File: config.mk
export PLATFORM = sky130hd
export DESIGN_NAME = adder_arb
export DESIGN_NICKNAME = d
export VERILOG_FILES = /design/src/rtl/adder_arb_pkg.sv /design/src/rtl/adder_arb_adder.sv /design/src/rtl/adder_arb_rr_arbiter.sv /design/src/rtl/adder_arb.sv
export SDC_FILE = /design/constraint.sdc
export NUM_CORES = 1
export LEC_CHECK = 0
export CORE_ASPECT_RATIO = 0.5
export CORE_MARGIN = 4
export CORE_UTILIZATION = 40
export CTS_BUF_LIST = sky130_fd_sc_hd__clkbuf_4 sky130_fd_sc_hd__clkbuf_8 sky130_fd_sc_hd__clkbuf_16
export DETAILED_ROUTE_END_ITERATION = 6
export PLACE_DENSITY = 0.83
export SLEW_MARGIN = 20
export SYNTH_ARGS = -nofsm -noshare
export SYNTH_HDL_FRONTEND = slang
export SYNTH_HIERARCHICAL = 1
export SYNTH_SLANG_ARGS = --single-unit
File: constraint.sdc
create_clock -name i_clk -period 6.15 [get_ports i_clk]
set_input_delay 1.23 -clock i_clk [delete_from_list [all_inputs] [get_ports i_clk]]
set_output_delay 1.23 -clock i_clk [all_outputs]
set_load 0.03 [all_outputs]
File: src/rtl/adder_arb_pkg.sv
`default_nettype none
// ============================================================================
// Module   : adder_arb_pkg
// Brief    : Shared types, default sizes and round-robin pick helper.
// Revision : 1.0 - initial release
// ============================================================================
package adder_arb_pkg;

   localparam int c_def_data_wd = 16;
   localparam int c_def_num_req = 4;
   localparam int c_max_req     = 16;

   typedef enum logic [0:0] {
      EMPTY = 1'b0,
      FULL  = 1'b1
   } rsp_state_t;

   // First set bit of valid at or above ptr, wrapping at n; one-hot or zero.
   function automatic logic [c_max_req-1:0] rr_pick(
      input logic [c_max_req-1:0] valid,
      input logic [3:0]           ptr,
      input int                   n
   );
      logic [c_max_req-1:0] grant;
      logic                 found;
      int                   idx;
      grant = '0;
      found = 1'b0;
      for (int i = 0; i < c_max_req; i++) begin
         idx = (int'(ptr) + i) % n;
         if (!found && (i < n) && valid[idx]) begin
            grant[idx] = 1'b1;
            found      = 1'b1;
         end
      end
      return grant;
   endfunction

endpackage
`default_nettype wire

File: src/rtl/adder_arb_adder.sv
`default_nettype none
// ============================================================================
// Module   : adder
// Brief    : Unsigned adder keeping the carry as the result MSB.
// Revision : 1.0 - initial release
// ============================================================================
module adder #(
   parameter int DATA_WD = 16
) (
   input  logic [DATA_WD-1:0] i_a,
   input  logic [DATA_WD-1:0] i_b,
   output logic [DATA_WD:0]   o_sum
);

   assign o_sum = {1'b0, i_a} + {1'b0, i_b};

endmodule
`default_nettype wire

File: src/rtl/adder_arb_rr_arbiter.sv
`default_nettype none
// ============================================================================
// Module   : rr_arbiter
// Brief    : Round-robin grant with rotating priority pointer.
// Revision : 1.0 - initial release
// ============================================================================
module rr_arbiter
   import adder_arb_pkg::*;
#(
   parameter int NUM_REQ = c_def_num_req,
   parameter int ID_WD   = $clog2(NUM_REQ)
) (
   input  logic               i_clk,
   input  logic               i_rst_n,
   input  logic [NUM_REQ-1:0] i_valid,
   input  logic               i_en,
   input  logic               i_accept,
   output logic [NUM_REQ-1:0] o_grant,
   output logic [ID_WD-1:0]   o_grant_id
);

   logic [ID_WD-1:0]     r_ptr;
   logic [c_max_req-1:0] w_pick;
   logic [ID_WD-1:0]     w_id;

   always_comb begin
      w_pick = rr_pick(c_max_req'(i_valid), 4'(r_ptr), NUM_REQ);
   end

   // Bits above NUM_REQ are always zero, so scanning the full width is safe.
   always_comb begin
      w_id = '0;
      for (int k = 0; k < c_max_req; k++) begin
         if (w_pick[k]) begin
            w_id = ID_WD'(k);
         end
      end
   end

   assign o_grant    = i_en ? w_pick[NUM_REQ-1:0] : '0;
   assign o_grant_id = w_id;

   always_ff @(posedge i_clk or negedge i_rst_n) begin
      if (!i_rst_n) begin
         r_ptr <= '0;
      end else if (i_accept) begin
         r_ptr <= (w_id == ID_WD'(NUM_REQ - 1)) ? '0 : w_id + 1'b1;
      end
   end

endmodule
`default_nettype wire

File: src/rtl/adder_arb.sv
`default_nettype none
// ============================================================================
// Module   : adder_arb
// Brief    : Shares one adder among NUM_REQ requesters; one-entry tagged result.
// Revision : 1.0 - initial release
// ============================================================================
module adder_arb
   import adder_arb_pkg::*;
#(
   parameter  int DATA_WD = c_def_data_wd,
   parameter  int NUM_REQ = c_def_num_req,
   localparam int ID_WD   = $clog2(NUM_REQ)
) (
   input  logic                       i_clk,
   input  logic                       i_rst_n,
   input  logic [NUM_REQ-1:0]         i_req_valid,
   input  logic [NUM_REQ*DATA_WD-1:0] i_req_a,
   input  logic [NUM_REQ*DATA_WD-1:0] i_req_b,
   output logic [NUM_REQ-1:0]         o_req_ready,
   output logic                       o_rsp_valid,
   input  logic                       i_rsp_ready,
   output logic [DATA_WD:0]           o_rsp_sum,
   output logic [ID_WD-1:0]           o_rsp_id
);

   rsp_state_t          r_state;
   rsp_state_t          w_state_nxt;
   logic                w_can_accept;
   logic                w_accept;
   logic [NUM_REQ-1:0]  w_grant;
   logic [ID_WD-1:0]    w_grant_id;
   logic [DATA_WD-1:0]  w_op_a;
   logic [DATA_WD-1:0]  w_op_b;
   logic [DATA_WD:0]    w_sum;

   assign w_can_accept = (r_state == EMPTY) | i_rsp_ready;
   assign w_accept     = |(i_req_valid & w_grant);
   assign o_req_ready  = w_grant;

   rr_arbiter #(
      .NUM_REQ (NUM_REQ),
      .ID_WD   (ID_WD)
   ) u_rr_arbiter (
      .i_clk      (i_clk),
      .i_rst_n    (i_rst_n),
      .i_valid    (i_req_valid),
      .i_en       (w_can_accept),
      .i_accept   (w_accept),
      .o_grant    (w_grant),
      .o_grant_id (w_grant_id)
   );

   // AND-OR mux: grant is one-hot or zero.
   always_comb begin
      w_op_a = '0;
      w_op_b = '0;
      for (int k = 0; k < NUM_REQ; k++) begin
         w_op_a = w_op_a | (i_req_a[k*DATA_WD +: DATA_WD] & {DATA_WD{w_grant[k]}});
         w_op_b = w_op_b | (i_req_b[k*DATA_WD +: DATA_WD] & {DATA_WD{w_grant[k]}});
      end
   end

   adder #(
      .DATA_WD (DATA_WD)
   ) u_adder (
      .i_a   (w_op_a),
      .i_b   (w_op_b),
      .o_sum (w_sum)
   );

   always_ff @(posedge i_clk or negedge i_rst_n) begin
      if (!i_rst_n) begin
         r_state <= EMPTY;
      end else begin
         r_state <= w_state_nxt;
      end
   end

   always_comb begin
      w_state_nxt = r_state;
      case (r_state)
         EMPTY:   if (w_accept) w_state_nxt = FULL;
         FULL:    if (i_rsp_ready && !w_accept) w_state_nxt = EMPTY;
         default: w_state_nxt = EMPTY;
      endcase
   end

   always_comb begin
      o_rsp_valid = (r_state == FULL);
   end

   always_ff @(posedge i_clk or negedge i_rst_n) begin
      if (!i_rst_n) begin
         o_rsp_sum <= '0;
         o_rsp_id  <= '0;
      end else if (w_accept) begin
         o_rsp_sum <= w_sum;
         o_rsp_id  <= w_grant_id;
      end
   end

endmodule
`default_nettype wire

==> flow_summary.ini <==
[floorplanning]
initial_core_util_pct = 41.7
die_x_microns = 127
rows = 21
die_height_microns = 67.4
fp.coreArea_sq_um = 6750
ios = 159
die-area_sq_um = 8540

[global_route]
met3_usage_pct = 2.53
grt_pass1_wl_microns = 15300
antenna_found_initial = 0
grt_use_met2_pct = 39.0
busiest_layer = met2
grt_usage_pct = 22.3
use_met1_pct = 30.5
grt_max_degree = 23
grt_overflow = 0
grt_pass1_vias = 2968

[min_path]
min_to = o_rsp_sum[7]$_DFFE_PN0P_
hp-start = o_rsp_sum[7]$_DFFE_PN0P_
hold-path-cell-count = 1
min_path_type = reg -> reg

[logic_synthesis]
seq_area_frac_synth_pct = 19.5
syn_nets = 472
synth_top_area_share_pct = 19.5
ys_top_cells_by_area = dfrtp_1 (20%), a22oi_1 (17%), ha_1 (10%)
synthCells = 313
netlist_area_sq_um = 2820
ys_types = 51
synth-edff-count = 0
ys_warn_count = 6
yosys.area.top_type = dfrtp_1
ys_dominant_reg_cell = dfrtp_1
synth_seq_cells = 22
synthArstFlopShare_pct = 100
syn_area_per_cell_sq_um = 9.01

[timing]
worst_pin_slew_ps = 957
maxSlewViolCount = 0
hold_violations = 0
fin_tns_setup_ps = 0
clock_skew_ps = 1.98
fmax_mhz = 175
fin_crit_ps = 5710
slew_headroom_pct = 36.0
period_share_pct = 92.8
setup_viol = 0
grt_setup_unrepaired = no

[setup_path]
cp_max_fo = 16
reg2reg_depth = 16
worstSetupPathType = in -> out
reg2reg_from = u_rr_arbiter/r_ptr[0]$_DFFE_PN0P_
cp-end-kind = output pin
worstPathArrival_ps = 4480
crit_slowest_cell = clkdlybuf4s50_1
crit_buf_inv = 2
path_cells = clkdlybuf4s50_1 > mux4_2 > nor4b_4 > a221oi_1 > nor2b_2 > clkdlybuf4s50_1
crit_start = i_req_valid[3]
r2r-end = o_rsp_sum[15]$_DFFE_PN0P_
cp_common_cell = clkdlybuf4s50_1
cp_slowest_stage_delay_ps = 840
worstSetupStartpointType = primary input
ff2ff_setup_slack_ps = 1060
critical_path_required_ps = 4920
crit_family = buffers and inverters

[detailed_routing]
avgRoutedWirePerCell_microns = 18.1
drt-total-wl_microns = 9930
via_count = 3078
viasPerCell = 5.62
first_pass_iters = 4
remaining_drc_errors = 0
drtIter0Drc = 259
postRouteAntennaNets = 0

[clock_tree]
clock-root-buffer = clkbuf_16
cts.clk_slew.worst_paths_ps = 60
cts_tree = built
cts_buffers = 3
cts.sinks = 22
cts_post_setup_buffers_inserted = 0
htree_levels = 1
cts_hold_buf = 0
cts_resized = 0
clkLatencyLatePin_ps = 250
clock_path_buffers = 2

[cells_and_area]
num-fill-cells = 539
diodes = 0
stdcell_count = 548
multiInputGateArea_sq_um = 2110
seq_area_sq_um = 551
area_delta_synth_final_pct = 61.3
drive_gt1_share_pct = 11.2
layout.nets = 616

[placement]
hpwlAfterDp_microns = 8250
io_buffers = 158
gp_congestion = 0.898
dpl.cell_count = 544

[run]
max-cap-violations = 0

[status]
status = finished clean
## cells by family after synthesis
| kind of cell | Yosys count | share of synthesized area [%] |
|---|---|---|
| flops | 22 | 19.5 |
| fa+ha+maj | 24 | 10.9 |
| buf+inv | 33 | 5.90 |
| compound gates | 120 | 33.0 |
| mux | 23 | 13.3 |
| simple gates | 81 | 14.2 |
| xor+xnor | 10 | 3.11 |
## per-layer routing
metal	up-vias	part of all wire, %	routed length, microns
met3	6	6.3	629
met1	1452	45	4450
met2	117	48	4790
met4	0	0.60	60
li1	1503	-	-
met5	-	0	0
## cells in the final DEF, fill, tap and decap left out, types with 2 or more instances in the layout
cell	Yosys	routed
and3_1	4	4
nor2_1	3	3
mux2_4	19	19
xnor2_1	6	6
a21o_1	9	9
dfrtp_1	22	22
nand2b_1	3	3
o21ai_1	3	3
nor3_1	3	3
xor2_1	4	4
mux4_2	4	4
and2_1	2	2
a221oi_2	3	3
a21oi_1	6	6
a221oi_1	3	3
buf_4	0	8
ha_1	23	23
nand4_1	2	2
nor4_1	3	3
o22ai_1	2	2
a41oi_1	2	2
nand3_1	4	4
a21oi_2	2	2
nand2_1	46	46
o21ai_0	5	5
nor2b_1	7	3
inv_1	6	6
nor2b_2	0	4
clkdlybuf4s50_1	0	158
a22oi_1	64	64
clkbuf_16	0	3
a211oi_1	4	4
o211ai_1	3	3
## worst max path at each step
stage | endpoint | cells after the start
2_1_floorplan | o_rsp_sum[16]$_DFFE_PN0P_ | 15
3_3_place_gp | o_rsp_sum[15]$_DFFE_PN0P_ | 15
3_5_place_dp | o_rsp_sum[15]$_DFFE_PN0P_ | 15
4_1_cts | o_req_ready[1] | 6
5_1_grt | o_rsp_sum[10]$_DFFE_PN0P_ | 15
6_report | o_req_ready[1] | 6
## Yosys cell counts (2+ instances only)
cell,instances
mux4_2,4
a221oi_1,3
o21ai_0,5
a221oi_2,3
a211oi_1,4
buf_2,10
nor2b_1,7
ha_1,23
a21o_1,9
buf_6,4
a22oi_1,64
and2_1,2
nand2b_1,3
nor2_1,3
nand4_1,2
xnor2_1,6
o21ai_1,3
dfrtp_1,22
nor4_1,3
nor3_1,3
o211ai_1,3
nand3_1,4
o22ai_1,2
a21oi_1,6
and3_1,4
a21oi_2,2
mux2_4,19
inv_1,6
xor2_1,4
a41oi_1,2
nand2_1,46
clkbuf_1,13
## state kept, by name, summed over array words and instances, names as in the netlist
signal	cells
o_rsp_id	2
u_rr_arbiter/r_ptr	2
o_rsp_sum	17
o_rsp_valid	1
## cell type report
| class | instances | area share (%) |
|---|---|---|
| clock inverter | 1 | 0.660 |
| tap | 92 | 2.53 |
| timing repair buffer | 166 | 36.1 |
| clock buffer | 3 | 1.65 |
| inverter | 6 | 0.495 |
| multi-input combinational | 258 | 46.5 |
| sequential | 22 | 12.1 |
## stage by stage
step                instance area, sq um  util, %  hold slack [ps]  setup WS [ps]
floorplan                           2820        -              694            945
global placement                    4440     65.8              499            407
detailed placement                  4440     65.8              495            285
CTS                                 4550     67.3              514            472
global route                        4550     67.3              528            164
finish                              4550     67.3              507            444
Power is left out: the tool's default activity adds up to more than one toggle a clock period on the data nets, which glitch-free logic cannot reach.
